$ cat src/rtl/pe_out_seq.sv
// Output sequencer for a processing element: streams a job of cfg_len values either
// unchanged (pass mode) or as threshold decisions packed LSB-first into WIDTH-bit words.
module pe_out_seq #(
   parameter int WIDTH = 24,
   parameter int LEN_W = 16
) (
   input  logic                    clk,
   input  logic                    rst,
   input  logic                    start,
   input  logic                    cfg_sel_bit,
   input  logic signed [WIDTH-1:0] cfg_thresh,
   input  logic        [LEN_W-1:0] cfg_len,
   output logic                    busy,
   output logic                    done,
   input  logic                    in_valid,
   input  logic signed [WIDTH-1:0] in_data,
   output logic                    in_ready,
   output logic                    out_valid,
   output logic        [WIDTH-1:0] out_data,
   output logic                    out_last,
   input  logic                    out_ready
);

   localparam int IDX_W = (WIDTH > 1) ? $clog2(WIDTH) : 1;

   typedef enum logic [1:0] {IDLE, RUN, DRAIN, DONE} state_t;

   state_t                    state;
   logic                      sel_bit_q;
   logic signed [WIDTH-1:0]   thresh_q;
   logic        [LEN_W-1:0]   len_q;
   logic        [LEN_W-1:0]   elem_cnt;
   logic        [WIDTH-1:0]   pack_q;
   logic        [IDX_W-1:0]   bit_idx;

   logic                      in_xfer;
   logic                      out_xfer;
   logic                      last_elem;
   logic                      word_full;
   logic        [WIDTH-1:0]   pack_nxt;

   function automatic logic [WIDTH-1:0] pack_insert(input logic [WIDTH-1:0] word,
                                                    input logic signed [WIDTH-1:0] value,
                                                    input logic signed [WIDTH-1:0] thresh,
                                                    input logic [IDX_W-1:0] pos);
      logic [WIDTH-1:0] bit_word;
      bit_word = {{(WIDTH-1){1'b0}}, (value >= thresh)};
      return word | (bit_word << pos);
   endfunction

   assign busy      = (state != IDLE);
   // A new element is only taken when the output register will be free at the edge.
   assign in_ready  = (state == RUN) && (!out_valid || out_ready);
   assign in_xfer   = in_valid & in_ready;
   assign out_xfer  = out_valid & out_ready;
   assign last_elem = (elem_cnt == (len_q - LEN_W'(1)));
   assign word_full = (bit_idx == IDX_W'(WIDTH - 1));
   assign pack_nxt  = pack_insert(pack_q, in_data, thresh_q, bit_idx);

   always_ff @(posedge clk or posedge rst) begin
      if (rst) begin
         state     <= IDLE;
         sel_bit_q <= 1'b0;
         thresh_q  <= '0;
         len_q     <= '0;
         elem_cnt  <= '0;
         pack_q    <= '0;
         bit_idx   <= '0;
         out_valid <= 1'b0;
         out_data  <= '0;
         out_last  <= 1'b0;
         done      <= 1'b0;
      end else begin
         done <= 1'b0;
         if (out_xfer) begin
            out_valid <= 1'b0;
            out_last  <= 1'b0;
         end

         case (state)
            IDLE: begin
               if (start) begin
                  sel_bit_q <= cfg_sel_bit;
                  thresh_q  <= cfg_thresh;
                  len_q     <= cfg_len;
                  elem_cnt  <= '0;
                  pack_q    <= '0;
                  bit_idx   <= '0;
                  if (cfg_len == '0) begin
                     state <= DONE;
                     done  <= 1'b1;
                  end else begin
                     state <= RUN;
                  end
               end
            end

            RUN: begin
               if (in_xfer) begin
                  elem_cnt <= elem_cnt + LEN_W'(1);
                  if (sel_bit_q) begin
                     // Emit on a full word or on the job's final element (partial word).
                     if (word_full || last_elem) begin
                        out_valid <= 1'b1;
                        out_data  <= pack_nxt;
                        out_last  <= last_elem;
                        pack_q    <= '0;
                        bit_idx   <= '0;
                     end else begin
                        pack_q  <= pack_nxt;
                        bit_idx <= bit_idx + IDX_W'(1);
                     end
                  end else begin
                     out_valid <= 1'b1;
                     out_data  <= in_data;
                     out_last  <= last_elem;
                  end
                  if (last_elem) begin
                     state <= DRAIN;
                  end
               end
            end

            DRAIN: begin
               if (out_xfer && out_last) begin
                  state <= DONE;
                  done  <= 1'b1;
               end
            end

            DONE: begin
               state <= IDLE;
            end

            default: begin
               state <= IDLE;
            end
         endcase
      end
   end

endmodule

$ cat config.mk
export PLATFORM = sky130hd
export DESIGN_NAME = pe_out_seq
export DESIGN_NICKNAME = d
export VERILOG_FILES = /design/src/rtl/pe_out_seq.sv
export SDC_FILE = /design/constraint.sdc
export NUM_CORES = 1
export LEC_CHECK = 0
export CORE_MARGIN = 3
export CORE_UTILIZATION = 43
export DETAILED_ROUTE_END_ITERATION = 10
export GPL_ROUTABILITY_DRIVEN = 0
export PLACE_DENSITY = 0.66
export SLEW_MARGIN = 20
export SYNTH_ARGS = -nofsm -noshare
export SYNTH_HDL_FRONTEND = slang
export SYNTH_SLANG_ARGS = --single-unit
$ cat constraint.sdc
create_clock -name clk -period 10 [get_ports clk]
set_clock_uncertainty 0.2 [all_clocks]
set_input_delay 1.5 -clock clk [delete_from_list [all_inputs] [get_ports clk]]
set_output_delay 1.5 -clock clk [all_outputs]
set_load 0.01 [all_outputs]
## Word-level counts from Yosys, hierarchy flattened

Cells that the tools add are included.

| cells by class | value |
|---|---|
| div/mod/pow operators | 0 |
| reduce and logical (&&, ||, !) cells | 14 |
| shift-type cells | 1 |
| add/sub/neg operators | 3 |
| $lt $le $gt $ge | 1 |
| $mul | 0 |
| bitwise logic cells | 3 |
| eq/ne operators | 11 |
| muxes and demuxes | 35 |

Operators by type and width:

| kind | count |
|---|---|
| $mux 24 | 6 |
| $pmux 24 s2 | 1 |
| $mux 16 | 2 |
| $pmux 16 s2 | 1 |
| $ge 24x24->1 | 1 |
| $or 24x24->24 | 1 |
| $shl 1x5->24 | 1 |
| $mux 5 | 4 |
| $add 16x1->16 const B | 1 |
| $eq 16x16->1 | 1 |
| $logic_not 16->1 | 1 |
| $sub 16x1->16 const B | 1 |
| $mux 1 | 13 |
| $mux 2 | 5 |
| $ne 2x2->1 const B | 5 |
| $pmux 5 s2 | 1 |
| $pmux 2 s4 | 1 |
| $reduce_and 4->1 | 2 |
| $reduce_and 3->1 | 2 |
| $add 5x1->5 const B | 1 |
| $eq 5x5->1 const B | 1 |
| $eq 2x2->1 const B | 2 |
| $reduce_bool 2->1 | 2 |
| $and 1x1->1 | 2 |
| 8 further kinds | 10 |

| word-level totals | value |
|---|---|
| bits in latches | 0 |
| input port bits | 70 |
| word-level logic and storage cells | 79 |
| output and inout bits | 29 |
| memory bits (writable) | 0 |
| ROM bits | 0 |
| memories kept | 0 |
| flip-flop bits (word level) | 115 |

## Logic depth before layout (Yosys ltp)

| depth | value |
|---|---|
| word-level depth | 7 |
| mapped depth | 12 |
| depth with buffers taken out | 10 |

## Least setup slack after synthesis

Ideal clock, no wire load.

| path | value |
|---|---|
| path type | in2reg |
| from | input in_data[15] |
| to | register out_data[15] |
| library setup time | 0.082 ns |
| path slack | 6.297 ns |
| buffers on the path | 2 |
| data arrival time | 3.421 ns |
| stages | 10 |
| required time | 9.718 ns |
| cells stage by stage | ha_1 nand4_1 nor4_1 o31ai_1 nand3_1 a221o_1 clkbuf_1 clkbuf_1 nand4_1 a31oi_1 |

| on the way | value |
|---|---|
| longest elaborated chain between the ends | 5 |

RTL lines:

| element | RTL line | source |
|---|---|---|
| from (decl) | 16 | `input logic signed [WIDTH-1:0] in_data,` |
| $ge 24x24->1 | 47 | `bit_word = {{(WIDTH-1){1'b0}}, (value >= thresh)};` |
| $shl 1x5->24 | 48 | `return word \| (bit_word << pos);` |
| $or 24x24->24 | 48 |  |
| $mux 24 | 103 | `if (word_full \|\| last_elem) begin` |
| $mux 24 (*) | 101 | `if (sel_bit_q) begin` |
| to (signal assigned) | 105 | `out_data <= pack_nxt;` |
| to (signal assigned) | 115 | `out_data <= in_data;` |
| to (decl) | 19 | `output logic [WIDTH-1:0] out_data,` |

Mark *: on every way between the ends. The rest lies on a longest branch, timed or not. The select of a mux whose other input is x is not followed.
A chain may end at the register's enable or synchronous reset.

## Final worst setup path

| path | value |
|---|---|
| from | input out_ready |
| to | output in_ready |

| on the way | value |
|---|---|
| longest elaborated chain between the ends | 2 |

RTL lines:

| element | RTL line | source |
|---|---|---|
| from (decl) | 21 | `input logic out_ready` |
| $logic_or 1x1->1 | 53 | `assign in_ready = (state == RUN) && (!out_valid \|\| out_ready);` |
| $logic_and 1x1->1 | 53 |  |
| to (decl) | 17 | `output logic in_ready,` |

No other way between the ends.

==> flow_metrics.py <==
metrics = {
    "synth": {
        "synth.distinct_cells": 59,
        "syn-num-nets": 750,
        "synth_ff_type": "dfrtp_1",
        "ys_async_sr_fraction_pct": 100.0,
        "synthCells": 650,
        "ys_top_cells_by_count": "dfrtp_1, nor2_1, inv_1",
        "syn_area_um2": 6548,
        "yosys.area.top_type": "dfrtp_1",
        "synth_edf_count": 0,
        "yosys_register_bits": 115,
        "synth.area.top_cells": "dfrtp_1, mux2_2, ha_1, mux2i_1, nor2_1",
        "ys_warn_count": 0,
        "yosys.area.top_type_share_pct": 43.95,
        "yosysMostFrequentCell": "dfrtp_1",
        "synth.yosys.seq_area_share_pct": 43.95,
        "syn_area_per_cell_um2": 10.07,
    },
    "global_routing": {
        "grt_max_degree": 67,
        "grt_util_all_layers_pct": 20.55,
        "grt_overflow": 0,
        "first_global_vias": 5409,
        "grt_pass1_wl_um": 26940,
        "antenna_found_initial": 0,
    },
    "floorplan": {
        "dieArea_um2": 16740,
        "die_w_um": 129.4,
        "design.core.area_um2": 14700,
        "fp-row-count": 44,
        "die_h_um": 129.4,
        "start_util_pct": 44.54,
        "io_pins": 99,
    },
    "sta": {
        "setup_viol": 0,
        "fin_crit_sh_pct": 45.33,
        "hold_viol": 0,
        "slew_headroom_pct": 31.82,
        "hold_slack_ns": 0.3030,
        "fmax_ghz": 0.2206,
        "min_period_ns": 4.533,
        "worst-slew-pin-transition_ns": 1.015,
        "rsz0062_at_grt": "no",
        "setup_tns_ns": 0,
        "slew_viol_final": 0,
    },
    "final_layout": {
        "diodes": 0,
        "layout.cells.non_filler": 931,
        "area_growth_pct": 27.86,
        "drive_gt1_share_pct": 13.92,
        "nets": 834,
    },
    "worst_setup_path": {
        "worst_ep_arrival_time_ns": 2.83,
        "setup.worst_path.class": "in2out",
        "startpoint": "out_ready",
        "reg2reg_depth": 8,
        "r2r_end": "pack_q[4]",
        "reg2reg_setup_slack_ns": 6.39,
        "crit-reg2reg-launch": "len_q[4]",
        "worstSetupStartpointType": "input port",
        "critPathMaxFanout": 3,
        "required_ns": 8.30,
        "worstSetupEndpoint": "in_ready",
        "endpoint_kind": "output pin",
    },
    "power_and_ir_drop": {
        "ir_drop_uv": 164.9,
        "leakage_nw": 3.605,
        "power_density_nw_per_um2": 286.0,
    },
    "cts": {
        "clk_path_buf_depth": 2,
        "path_clk_slew_ns": 0.05,
        "clock-sinks": 115,
        "clk_latency_ns": 0.41,
        "cts_setup_buffers": 0,
        "hold_buffers": 0,
        "numCtsBuffers": 17,
        "cts-root-buf": "clkbuf_16",
        "cts_tree": "done",
        "cts-resized-gates": 0,
        "cts_htree_levels": 4,
    },
    "routing": {
        "num_vias": 5226,
        "drt_iter0_markers": 338,
        "wirelength_um": 16320,
        "ant_nets": 0,
        "wl_per_cell_um": 17.53,
        "drcViolationCount": 0,
        "drt-pass1-iter-count": 4,
        "via_per_inst": 5.613,
    },
    "run_status": {
        "status": "finished, final reports clean",
    },
    "place": {
        "hpwl_um": 11770,
        "portBuffers": 98,
        "place_inst": 898,
    },
    "hold_path": {
        "hold_path_class": "reg2reg",
    },
    "run": {
        "cap_violations": 0,
    },
}
[registers in the layout, indices dropped and copies added, names as in the netlist]
name,cells
out_last,1
elem_cnt,16
bit_idx,5
done,1
sel_bit_q,1
pack_q,24
thresh_q,24
state,2
out_valid,1
len_q,16
out_data,24
[logic make-up (layout without fill, tap and decap cells)]
family,after synthesis,in the layout,share of synthesized area (%)
and+or+nand+nor,200,200,16.38
AOI/OAI and AO/OA,116,116,12.75
DFF,115,115,43.95
buffers and inverters,87,184,5.350
muxes,71,71,11.70
xor gates and xnor gates,31,31,4.147
adders and majority gates,30,30,5.733
[worst max-delay path, cell delays in order]
cell and delay (ns):
clkdlybuf4s50_1 0.50, nand2b_1 0.14, and2_1 0.14, clkdlybuf4s50_1 0.55
[report_power, final]
| group | leakage, nW | internal, W | switching (W) | total (W) |
|---|---|---|---|---|
| clock network | 0.343 | 0.000507 | 0.000209 | 0.000716 |
| logic | 1.81 | 0.000448 | 0.000485 | 0.000932 |
| registers | 1.45 | 0.000618 | 0.000129 | 0.000747 |
[routing by layer]
metal  GRT usage [%]  part of all wire, %
met1           28.05                   46
met2           32.20                   47
met3           4.864                  6.1
met4           7.227                 0.93
met5               0                    0
[worst min path at each step]
| stage | cells after the start | endpoint | from |
|---|---|---|---|
| 3_3_place_gp | 1 | thresh_q[11] | thresh_q[11] |
| 4_1_cts | 1 | thresh_q[17] | thresh_q[17] |
| 2_1_floorplan | 1 | pack_q[15] | pack_q[15] |
| 5_1_grt | 1 | thresh_q[13] | thresh_q[13] |
| 6_report | 1 | thresh_q[16] | thresh_q[16] |
| 3_5_place_dp | 1 | pack_q[15] | pack_q[15] |
[final cells by class]
type,count,area [µm²]
tap,184,230.2
multi-input combinational,448,3338
timing repair buffer,102,1031
clock buffer,24,511.7
sequential,115,2878
fill,1252,6327
inverter,50,190.2
clock inverter,8,192.7
[cells in the final DEF (no fill, tap or decap), drive strengths merged, types with 3 or more instances in the layout]
cell	n
or3	8
clkdlybuf4s50	98
and3	7
ha	30
a21oi	21
nor4	13
inv	50
buf	4
nand4	15
nand2b	5
nand3	32
bufinv	6
o211ai	3
clkbuf	24
a32o	5
o21ai	16
a211oi	16
a21boi	4
xnor2	17
a31oi	30
mux2	44
xor2	14
nor2b	5
nor3	13
a21o	4
dfrtp	115
nor2	65
nand2	17
nor3b	4
and2	8
mux2i	27
[per-stage QoR]
stage                     power, W  utilization [%]  worst slack [ns]  area [µm²]
after CTS                 0.002406            56.73             5.374        8339
after global routing      0.002555            56.95             5.214        8372
after floorplan           0.001371                -             5.256        6548
after global placement    0.001646            51.94             5.081        7635
final                     0.002394            56.95             5.467        8372
after detailed placement  0.001677            51.94             4.956        7635
No activity file was read; power rests on OpenSTA's default activity.
